==> src/rtl/pipelined_addsub.sv <==
// Pipelined ARM-style add/subtract (ADD/ADC/SUB/SBC) with N/Z/C/V flags and valid/ready flow control.
// Optional signed saturation is compiled in with `define ADDSUB_SAT_EN.
module pipelined_addsub #(
  parameter int WIDTH  = 32,
  parameter int STAGES = 2
) (
  input  logic             clk,
  input  logic             rst,
  input  logic             flush,
  input  logic             in_valid,
  output logic             in_ready,
  input  logic [1:0]       op,
  input  logic [WIDTH-1:0] a,
  input  logic [WIDTH-1:0] b,
  input  logic             cin,
  input  logic             sat,
  output logic             out_valid,
  input  logic             out_ready,
  output logic [WIDTH-1:0] result,
  output logic             flag_n,
  output logic             flag_z,
  output logic             flag_c,
  output logic             flag_v,
  output logic             flag_q
);

  localparam int CHUNK = WIDTH / STAGES;
  localparam int NMID  = (STAGES > 1) ? STAGES - 1 : 1;

  // Lower chunks of sum are filled in stage by stage; upper chunks of a/b wait their turn.
  typedef struct packed {
    logic [WIDTH-1:0] a;
    logic [WIDTH-1:0] b;
    logic [WIDTH-1:0] sum;
    logic             cy;
    logic             z;
`ifdef ADDSUB_SAT_EN
    logic             sat;
`endif
  } stage_t;

  stage_t            mid_q   [NMID];
  stage_t            mid_d   [NMID];
  logic [NMID-1:0]   mid_vld_q, mid_vld_d;

  stage_t            st_in   [STAGES];
  stage_t            st_out  [STAGES];
  logic [CHUNK:0]    csum    [STAGES];
  logic [STAGES-1:0] st_vld;

  logic             out_vld_q, out_vld_d;
  logic [WIDTH-1:0] result_q, result_d;
  logic             flag_n_q, flag_n_d;
  logic             flag_z_q, flag_z_d;
  logic             flag_c_q, flag_c_d;
  logic             flag_v_q, flag_v_d;
  logic             flag_q_q, flag_q_d;

  logic             stall;
  logic             accept;
  logic [WIDTH-1:0] raw_res;
  logic [WIDTH-1:0] fin_res;
  logic             fin_c, fin_v, fin_z, fin_q, c_msb;

`ifndef ADDSUB_SAT_EN
  logic unused_sat;
  assign unused_sat = sat;
`endif

  assign stall    = out_vld_q & ~out_ready;
  assign in_ready = ~stall & ~rst & ~flush;
  assign accept   = in_valid & in_ready;

  // Carry chain: stage k adds chunk k using the carry registered by stage k-1.
  always_comb begin
    // NOTE: every variable written here gets a full default first, so no latch can be inferred.
    st_in[0]    = '0;
    st_in[0].a  = a;
    st_in[0].b  = op[1] ? ~b : b;
    st_in[0].cy = op[0] ? cin : op[1];
    st_in[0].z  = 1'b1;
`ifdef ADDSUB_SAT_EN
    st_in[0].sat = sat;
`endif
    st_vld    = '0;
    st_vld[0] = accept;
    for (int k = 1; k < STAGES; k++) begin
      st_in[k]  = mid_q[k-1];
      st_vld[k] = mid_vld_q[k-1];
    end
    for (int k = 0; k < STAGES; k++) begin
      csum[k] = {1'b0, st_in[k].a[k*CHUNK +: CHUNK]}
              + {1'b0, st_in[k].b[k*CHUNK +: CHUNK]}
              + {{CHUNK{1'b0}}, st_in[k].cy};
      st_out[k]                        = st_in[k];
      st_out[k].sum[k*CHUNK +: CHUNK]  = csum[k][CHUNK-1:0];
      st_out[k].cy                     = csum[k][CHUNK];
      st_out[k].z                      = st_in[k].z & ~(|csum[k][CHUNK-1:0]);
    end
  end

  // Carry into the MSB is recovered from the MSB sum bit and its two operand bits.
  always_comb begin
    raw_res = st_out[STAGES-1].sum;
    fin_c   = st_out[STAGES-1].cy;
    c_msb   = raw_res[WIDTH-1] ^ st_out[STAGES-1].a[WIDTH-1] ^ st_out[STAGES-1].b[WIDTH-1];
    fin_v   = c_msb ^ fin_c;
    fin_res = raw_res;
    fin_z   = st_out[STAGES-1].z;
    fin_q   = 1'b0;
`ifdef ADDSUB_SAT_EN
    if (st_out[STAGES-1].sat && fin_v) begin
      fin_res = {~raw_res[WIDTH-1], {(WIDTH-1){raw_res[WIDTH-1]}}};
      fin_z   = 1'b0;
      fin_q   = 1'b1;
    end
`endif
  end

  always_comb begin
    mid_d     = mid_q;
    mid_vld_d = mid_vld_q;
    out_vld_d = out_vld_q;
    result_d  = result_q;
    flag_n_d  = flag_n_q;
    flag_z_d  = flag_z_q;
    flag_c_d  = flag_c_q;
    flag_v_d  = flag_v_q;
    flag_q_d  = flag_q_q;
    if (flush) begin
      mid_vld_d = '0;
      out_vld_d = 1'b0;
      result_d  = '0;
      flag_n_d  = 1'b0;
      flag_z_d  = 1'b0;
      flag_c_d  = 1'b0;
      flag_v_d  = 1'b0;
      flag_q_d  = 1'b0;
    end else if (!stall) begin
      for (int k = 0; k < STAGES - 1; k++) begin
        mid_vld_d[k] = st_vld[k];
        if (st_vld[k]) mid_d[k] = st_out[k];
      end
      out_vld_d = st_vld[STAGES-1];
      // Bubbles leave the last result and flags untouched.
      if (st_vld[STAGES-1]) begin
        result_d = fin_res;
        flag_n_d = fin_res[WIDTH-1];
        flag_z_d = fin_z;
        flag_c_d = fin_c;
        flag_v_d = fin_v;
        flag_q_d = fin_q;
      end
    end
  end

  always_ff @(posedge clk or posedge rst) begin
    if (rst) begin
      // NOTE: state registers use non-blocking assignments so every flop samples pre-edge values.
      mid_vld_q <= '0;
      for (int k = 0; k < NMID; k++) mid_q[k] <= '0;
      out_vld_q <= 1'b0;
      result_q  <= '0;
      flag_n_q  <= 1'b0;
      flag_z_q  <= 1'b0;
      flag_c_q  <= 1'b0;
      flag_v_q  <= 1'b0;
      flag_q_q  <= 1'b0;
    end else begin
      mid_vld_q <= mid_vld_d;
      mid_q     <= mid_d;
      out_vld_q <= out_vld_d;
      result_q  <= result_d;
      flag_n_q  <= flag_n_d;
      flag_z_q  <= flag_z_d;
      flag_c_q  <= flag_c_d;
      flag_v_q  <= flag_v_d;
      flag_q_q  <= flag_q_d;
    end
  end

  assign out_valid = out_vld_q;
  assign result    = result_q;
  assign flag_n    = flag_n_q;
  assign flag_z    = flag_z_q;
  assign flag_c    = flag_c_q;
  assign flag_v    = flag_v_q;
  assign flag_q    = flag_q_q;

endmodule

==> config.mk <==
export PLATFORM = sky130hd
export DESIGN_NAME = pipelined_addsub
export DESIGN_NICKNAME = d
export VERILOG_FILES = /design/src/rtl/pipelined_addsub.sv
export SDC_FILE = /design/constraint.sdc
export NUM_CORES = 1
export LEC_CHECK = 0
export ABC_AREA = 0
export BUFFER_PORTS_ARGS = -buffer_cell sky130_fd_sc_hd__buf_2
export CAP_MARGIN = 10
export CORE_UTILIZATION = 44
export CTS_CLUSTER_DIAMETER = 60
export CTS_CLUSTER_SIZE = 40
export DETAILED_ROUTE_END_ITERATION = 12
export PLACE_DENSITY = 0.7
export SLEW_MARGIN = 10
export SYNTH_ARGS = -nofsm -noshare
export SYNTH_HDL_FRONTEND = slang
export SYNTH_SLANG_ARGS = --single-unit
==> constraint.sdc <==
create_clock -name clk -period 4.8 [get_ports clk]
set_input_delay 0 -clock clk [delete_from_list [all_inputs] [get_ports clk]]
set_output_delay 0 -clock clk [all_outputs]
set_load 0.1 [all_outputs]
Yosys cells after proc, flatten, opt, wreduce, memory -nomap -nowiden --
Cells that the tools add are included.
Cells by class: bitwise gates (word level) 15, $lt $le $gt $ge 0, $add $sub $neg 4, reductions and logical operators 5, mux-type cells 24, equality and inequality tests 1, multiply operators 0, divide/modulo/power cells 0, shift-type cells 0
Operators by type and width (number):
- $mux 32 | 4
- $add 16x16->17 | 2
- $add 17x1->17 | 2
- $not 32->32 | 1
- $reduce_or 16->1 | 2
- $mux 1 | 20
- $not 1->1 | 6
- $and 1x1->1 | 5
- $reduce_and 3->1 | 1
- $xor 1x1->1 | 3
- $ne 2x2->1 const B | 1
- $reduce_and 2->1 | 1
- $reduce_bool 2->1 | 1
Word-level totals: memories 0, memory bits (writable) 0, latch bits 0, bits in registers 121, bits in read-only memories 0

Depth between registers and ports, before layout --
depth in word-level cells 8, mapped depth 13, mapped depth without buffers 11

Worst setup path before layout --
OpenSTA, ideal clock, no wires.
kind register -> register, from register out_vld_q (netlist: out_valid), to register mid_q (netlist bit fin_res[5]), stages on the path, launching flop included 4, arrival 3481 ps, slack 1244 ps, period minus slack after synthesis 3556 ps, buffers on the path 0, cell sequence dfrtp_1 > nor2b_1 > nor3_1 > a41o_1
On the way: longest elaborated chain between the ends 6
Ends and longest elaborated chain:
- start, declared | RTL line 51 | logic out_vld_q, out_vld_d;
- start signal, assigned | RTL line 172 | out_vld_q <= out_vld_d;
- $and 1x1->1 | RTL line 70 | assign stall = out_vld_q & ~out_ready;
- $not 1->1 (no source line)
- $and 1x1->1 (2 in a row) | RTL line 71 | assign in_ready = ~stall & ~rst & ~flush;
- via in_ready | RTL line 11 | output logic in_ready,
- $and 1x1->1 | RTL line 72 | assign accept = in_valid & in_ready;
- $reduce_and 3->1 (no source line)
- end signal, assigned | RTL line 171 | mid_q <= mid_d;
- end, declared | RTL line 42 | stage_t mid_q [NMID];
The timed path passes the listed nets, and every way through them passes these cells. A chain may end at the register's enable or synchronous reset.

Worst setup path after layout --
from register mid_q[1] (netlist bit), to register flag_z_q (netlist: flag_z)
On the way: longest elaborated chain between the ends 7
Ends and longest elaborated chain:
- $add 17x1->17 | RTL line 94 | + {{CHUNK{1'b0}}, st_in[k].cy};
- $reduce_or 16->1 | RTL line 98 | st_out[k].z = st_in[k].z & ~(|csum[k][CHUNK-1:0]);
- $not 1->1 | RTL line 98
- $and 1x1->1 | RTL line 98
- $mux 1 | RTL line 146 | if (st_vld[STAGES-1]) begin
- $mux 1 | RTL line 139 | end else if (!stall) begin
- $mux 1 | RTL line 130 | if (flush) begin
- end signal, assigned | RTL line 175 | flag_z_q <= flag_z_d;
- end, declared | RTL line 54 | logic flag_z_q, flag_z_d;
Every way passes these cells. The select of a mux whose other input is x is not followed.

==> tab_implementation.tex <==
\begin{tabular}{lr}
\hline
Metric & Value \\
\hline
\multicolumn{2}{l}{\textbf{STA}} \\
Final Max Tran Viols & 0 \\
Final-layout setup total negative slack & 0 ns \\
Portion of the clock cycle consumed by the worst path in the final layout & 74.08\% \\
RSZ-0062 raised after global routing & no \\
Worst slew margin relative to its limit & roughly 49\% \\
Final critical delay including setup and external delays & 3.556 ns \\
Pin slew with the least headroom to its limit & 0.7665 ns \\
F\_max & 0.2812 GHz \\
Worst Skew & between 0.007 and 0.008 ns \\
Final hold violations & 0 \\
Number of failing setup endpoints in the final timing report & 0 \\
\multicolumn{2}{l}{\textbf{Final layout}} \\
Layout fillers & 981 \\
Antenna Diode Count & 0 \\
Total number of nets in the final design & between 700 and 800 \\
Area grow syn2layout & 25.84\% \\
Summed area of non-filler cells in the final layout & 0.006452 sq mm \\
Fraction of final layout cells sized beyond drive strength 1 & 24.58\% \\
End-of-flow core utilization & 56.75\% \\
\multicolumn{2}{l}{\textbf{Place}} \\
Post-detailed-placement half-perimeter wirelength & 9.091 mm \\
I/O Buffers & 109 \\
Standard cell area after detailed placement & 0.005819 sq mm \\
Global placer's final weighted congestion & 0.9107 \\
\multicolumn{2}{l}{\textbf{Synth}} \\
Share of synthesized flip-flops with an asynchronous set or reset & 100.0\% \\
Most frequent cells after synthesis & sky130\_fd\_sc\_hd\_\_dfrtp\_1 (87), sky130\_fd\_sc\_hd\_\_nand2\_1 (44), sky130\_fd\_sc\_hd\_\_o21ai\_0 (40) \\
Netlist area before placement & 0.005127 sq mm \\
Yosys warning count & 0 \\
Synth unique cells & 55 \\
Most used standard cell by instance count after synthesis & sky130\_fd\_sc\_hd\_\_dfrtp\_1 \\
Share of Yosys cell area claimed by the top area cell type & 42.46\% \\
Dominant cells by area after synthesis & sky130\_fd\_sc\_hd\_\_dfrtp\_1 (42\%), sky130\_fd\_sc\_hd\_\_ha\_1 (7.3\%), sky130\_fd\_sc\_hd\_\_xnor2\_1 (5.1\%) \\
Synth Flop Type & sky130\_fd\_sc\_hd\_\_dfrtp\_1 \\
Largest area contributor in the netlist & sky130\_fd\_sc\_hd\_\_dfrtp\_1 \\
Number of register bits inferred by synthesis & 87 \\
Number of flops mapped to enable cells by yosys & 0 \\
Post-synth net total & 613 \\
Syn avg cell area & 10.13 sq um \\
Part of the Yosys area used for sequential elements & 42.46\% \\
Gate Count Post-Synth & 506 \\
\multicolumn{2}{l}{\textbf{Die}} \\
Starting Density & 45.10\% \\
Placeable core region & 0.01137 sq mm \\
Die H & roughly 110 um \\
Number of core rows & 39 \\
DIE WIDTH & 110.0 um \\
I/O pins & 112 \\
Die outline area & 0.01209 sq mm \\
\multicolumn{2}{l}{\textbf{Detailed routing}} \\
Routed length on met1 & 5.260 mm \\
Highest metal used & met4 \\
Wire length on met3 & around 610 um \\
Drt total wl & $\sim$12 mm \\
Via count of the routed design & 4291 \\
Met2 wire length & 5.979 mm \\
Final ANT Viol Nets & 0 \\
Starting DRC count in detailed routing & about 140 \\
Post-detailed-route wirelength per cell & 15.26 um \\
Number of remaining DRC errors & 0 \\
Vias per cell & 5.404 \\
Number of detailed-routing iterations run before antenna repair & 4 \\
\multicolumn{2}{l}{\textbf{Global routing}} \\
Aggregate global routing overflow & 0 \\
First-pass GRT wire length & 19.79 mm \\
Overall fraction of global-route tracks in use & a little over a fifth \\
Pin count of the biggest net entering global routing & 79 \\
Via count of the first global-routing pass & 4273 \\
Number of antenna violations at the first check in global routing & 0 \\
\multicolumn{2}{l}{\textbf{Power}} \\
PwrDens & 409.4 mW/mm\^{}2 \\
Maximum vdd ir drop & 203.9 uV \\
Tot Pwr & 2.642 mW \\
Leakage Power & 3.132 nW \\
\multicolumn{2}{l}{\textbf{CTS}} \\
Post-CTS Resized & 0 \\
Buffer levels on the longest clock path & 2 \\
Clock tree from TritonCTS & built \\
Clock Latency Late Sink & 0.34 ns \\
Root buf cell & sky130\_fd\_sc\_hd\_\_clkbuf\_16 \\
Clock transition at the register clock pins on the worst setup and hold paths after CTS & 0.06 ns \\
H-tree levels & 3 \\
Cts bufs inserted & 9 \\
Sinks on Clock Net & 87 \\
\multicolumn{2}{l}{\textbf{Outcome}} \\
Run status & finished clean \\
\multicolumn{2}{l}{\textbf{Setup path}} \\
Worst Path Arrival & 3.81 ns \\
Worst Setup End Kind & flip-flop \\
Crit Path Category & flip-flop to flip-flop \\
Data required time of the critical path & 5.06 ns \\
Startpoint type of the worst setup path & flip-flop \\
Highest net fanout along the worst path & 4 \\
\multicolumn{2}{l}{\textbf{Min path}} \\
Hold WC Path Type & input pin to flip-flop \\
\multicolumn{2}{l}{\textbf{Run}} \\
Number of max-cap violations & 0 \\
\hline
\end{tabular}
## worst paths after layout
kind / cells past startpoint / startpoint / slack [ns] / to
max in group asynchronous: 4 / rst / 3.46 / result[26]$_DFFE_PP0P_
setup reg to reg: 11 / mid_q[1]$_DFFE_PP0P_ / 1.24 / flag_z$_DFFE_PP0P_
setup / recovery: 11 / mid_q[1]$_DFFE_PP0P_ / 1.24 / flag_z$_DFFE_PP0P_
hold / removal: 4 / b[17] / 0.007 / mid_q[51]$_DFFE_PP0P_
min in group asynchronous: 3 / rst / 0.22 / fin_res[7]$_DFFE_PP0P_
hold reg to reg: 2 / result[17]$_DFFE_PP0P_ / 0.48 / result[17]$_DFFE_PP0P_
## state kept, by name (all words and copies together), names as in the netlist
signal and flops:
flag_z 1, result 32, mid_vld_q 1, flag_v 1
flag_c 1, mid_q 34, fin_res 16, out_valid 1
## cells in the final DEF (no fill, tap or decap), types with 5 or more instances in the layout
cell type	count
sky130_fd_sc_hd__ha_1	30
sky130_fd_sc_hd__nand2b_1	7
sky130_fd_sc_hd__clkbuf_16	9
sky130_fd_sc_hd__buf_2	109
sky130_fd_sc_hd__nand3_1	10
sky130_fd_sc_hd__nor3_1	13
sky130_fd_sc_hd__nand2_1	44
sky130_fd_sc_hd__a22o_1	26
sky130_fd_sc_hd__or4_1	6
sky130_fd_sc_hd__o21a_1	7
sky130_fd_sc_hd__mux2_2	21
sky130_fd_sc_hd__a21oi_1	20
sky130_fd_sc_hd__inv_1	18
sky130_fd_sc_hd__a211oi_1	7
sky130_fd_sc_hd__a21o_1	7
sky130_fd_sc_hd__xor2_1	22
sky130_fd_sc_hd__o31ai_1	6
sky130_fd_sc_hd__nor2_1	20
sky130_fd_sc_hd__dfrtp_1	87
sky130_fd_sc_hd__xnor2_1	30
sky130_fd_sc_hd__or3_1	5
sky130_fd_sc_hd__dlygate4sd3_1	35
sky130_fd_sc_hd__o21ai_0	40
sky130_fd_sc_hd__buf_4	5
## cells by family (layout without fill, tap and decap cells)
| logic type | Yosys count | in the layout | share of synthesized area [%] |
|---|---|---|---|
| AO/OA/AOI/OAI | 143 | 143 | 19.20 |
| buffers and inverters | 39 | 184 | 3.002 |
| AND/OR/NAND/NOR | 126 | 126 | 12.30 |
| multiplexers | 24 | 24 | 5.198 |
| XOR/XNOR | 52 | 52 | 8.882 |
| other | 1 | 1 | 0.07314 |
| adder cells (fa/ha/maj) | 34 | 34 | 8.882 |
| flip-flops | 87 | 87 | 42.46 |
## worst max-delay path, cell delays in order, from the launching register on
cell and delay [ns]:
sky130_fd_sc_hd__dfrtp_1 0.40, sky130_fd_sc_hd__fa_1 0.48, sky130_fd_sc_hd__inv_1 0.10, sky130_fd_sc_hd__fa_1 0.20
sky130_fd_sc_hd__nor2b_1 0.07, sky130_fd_sc_hd__o31a_1 0.28, sky130_fd_sc_hd__o31ai_2 0.35, sky130_fd_sc_hd__a21oi_1 0.18
sky130_fd_sc_hd__xor2_1 0.19, sky130_fd_sc_hd__or4_1 0.52, sky130_fd_sc_hd__or4b_1 0.52, sky130_fd_sc_hd__o31ai_2 0.18
## stage by stage
stage,cells,hold slack [ns],setup WS [ns]
4_1_cts,794,0.005051,1.244
3_5_place_dp,743,0.04370,1.254
5_1_grt,794,0.03217,1.090
3_3_place_gp,743,0.03920,1.304
2_1_floorplan,506,0.06641,1.244
6_report,794,0.007143,1.244
## report_power, final
group | internal, mW | switching [mW] | total, mW
Combinational | 0.399 | 0.658 | 1.06
Sequential | 0.856 | 0.0721 | 0.928
Clock | 0.365 | 0.292 | 0.657
## metal layers
metal | GRT usage [%] | up-vias
met5 | 0 | -
met4 | 9.238 | 0
met3 | 4.268 | 20
met2 | 37.10 | 115
met1 | 25.89 | 2038
li1 | - | 2118
## cell type report
type                       count  area, sq um  area share, %
multi-input combinational    380         2808          43.51
sequential                    87         2177          33.74
timing repair buffer         149        933.4          14.47
clock buffer                  10        239.0          3.704
tap                          143        178.9          2.773
inverter                      19        72.57          1.125
clock inverter                 6        43.79         0.6787
## what timing repair did
action | in CTS | in global routing
hold endpoints to repair | 58 | 0
buffers inserted | 0 | 0
hold buffers | 35 | 0
Power figures use the tool's default switching activity.
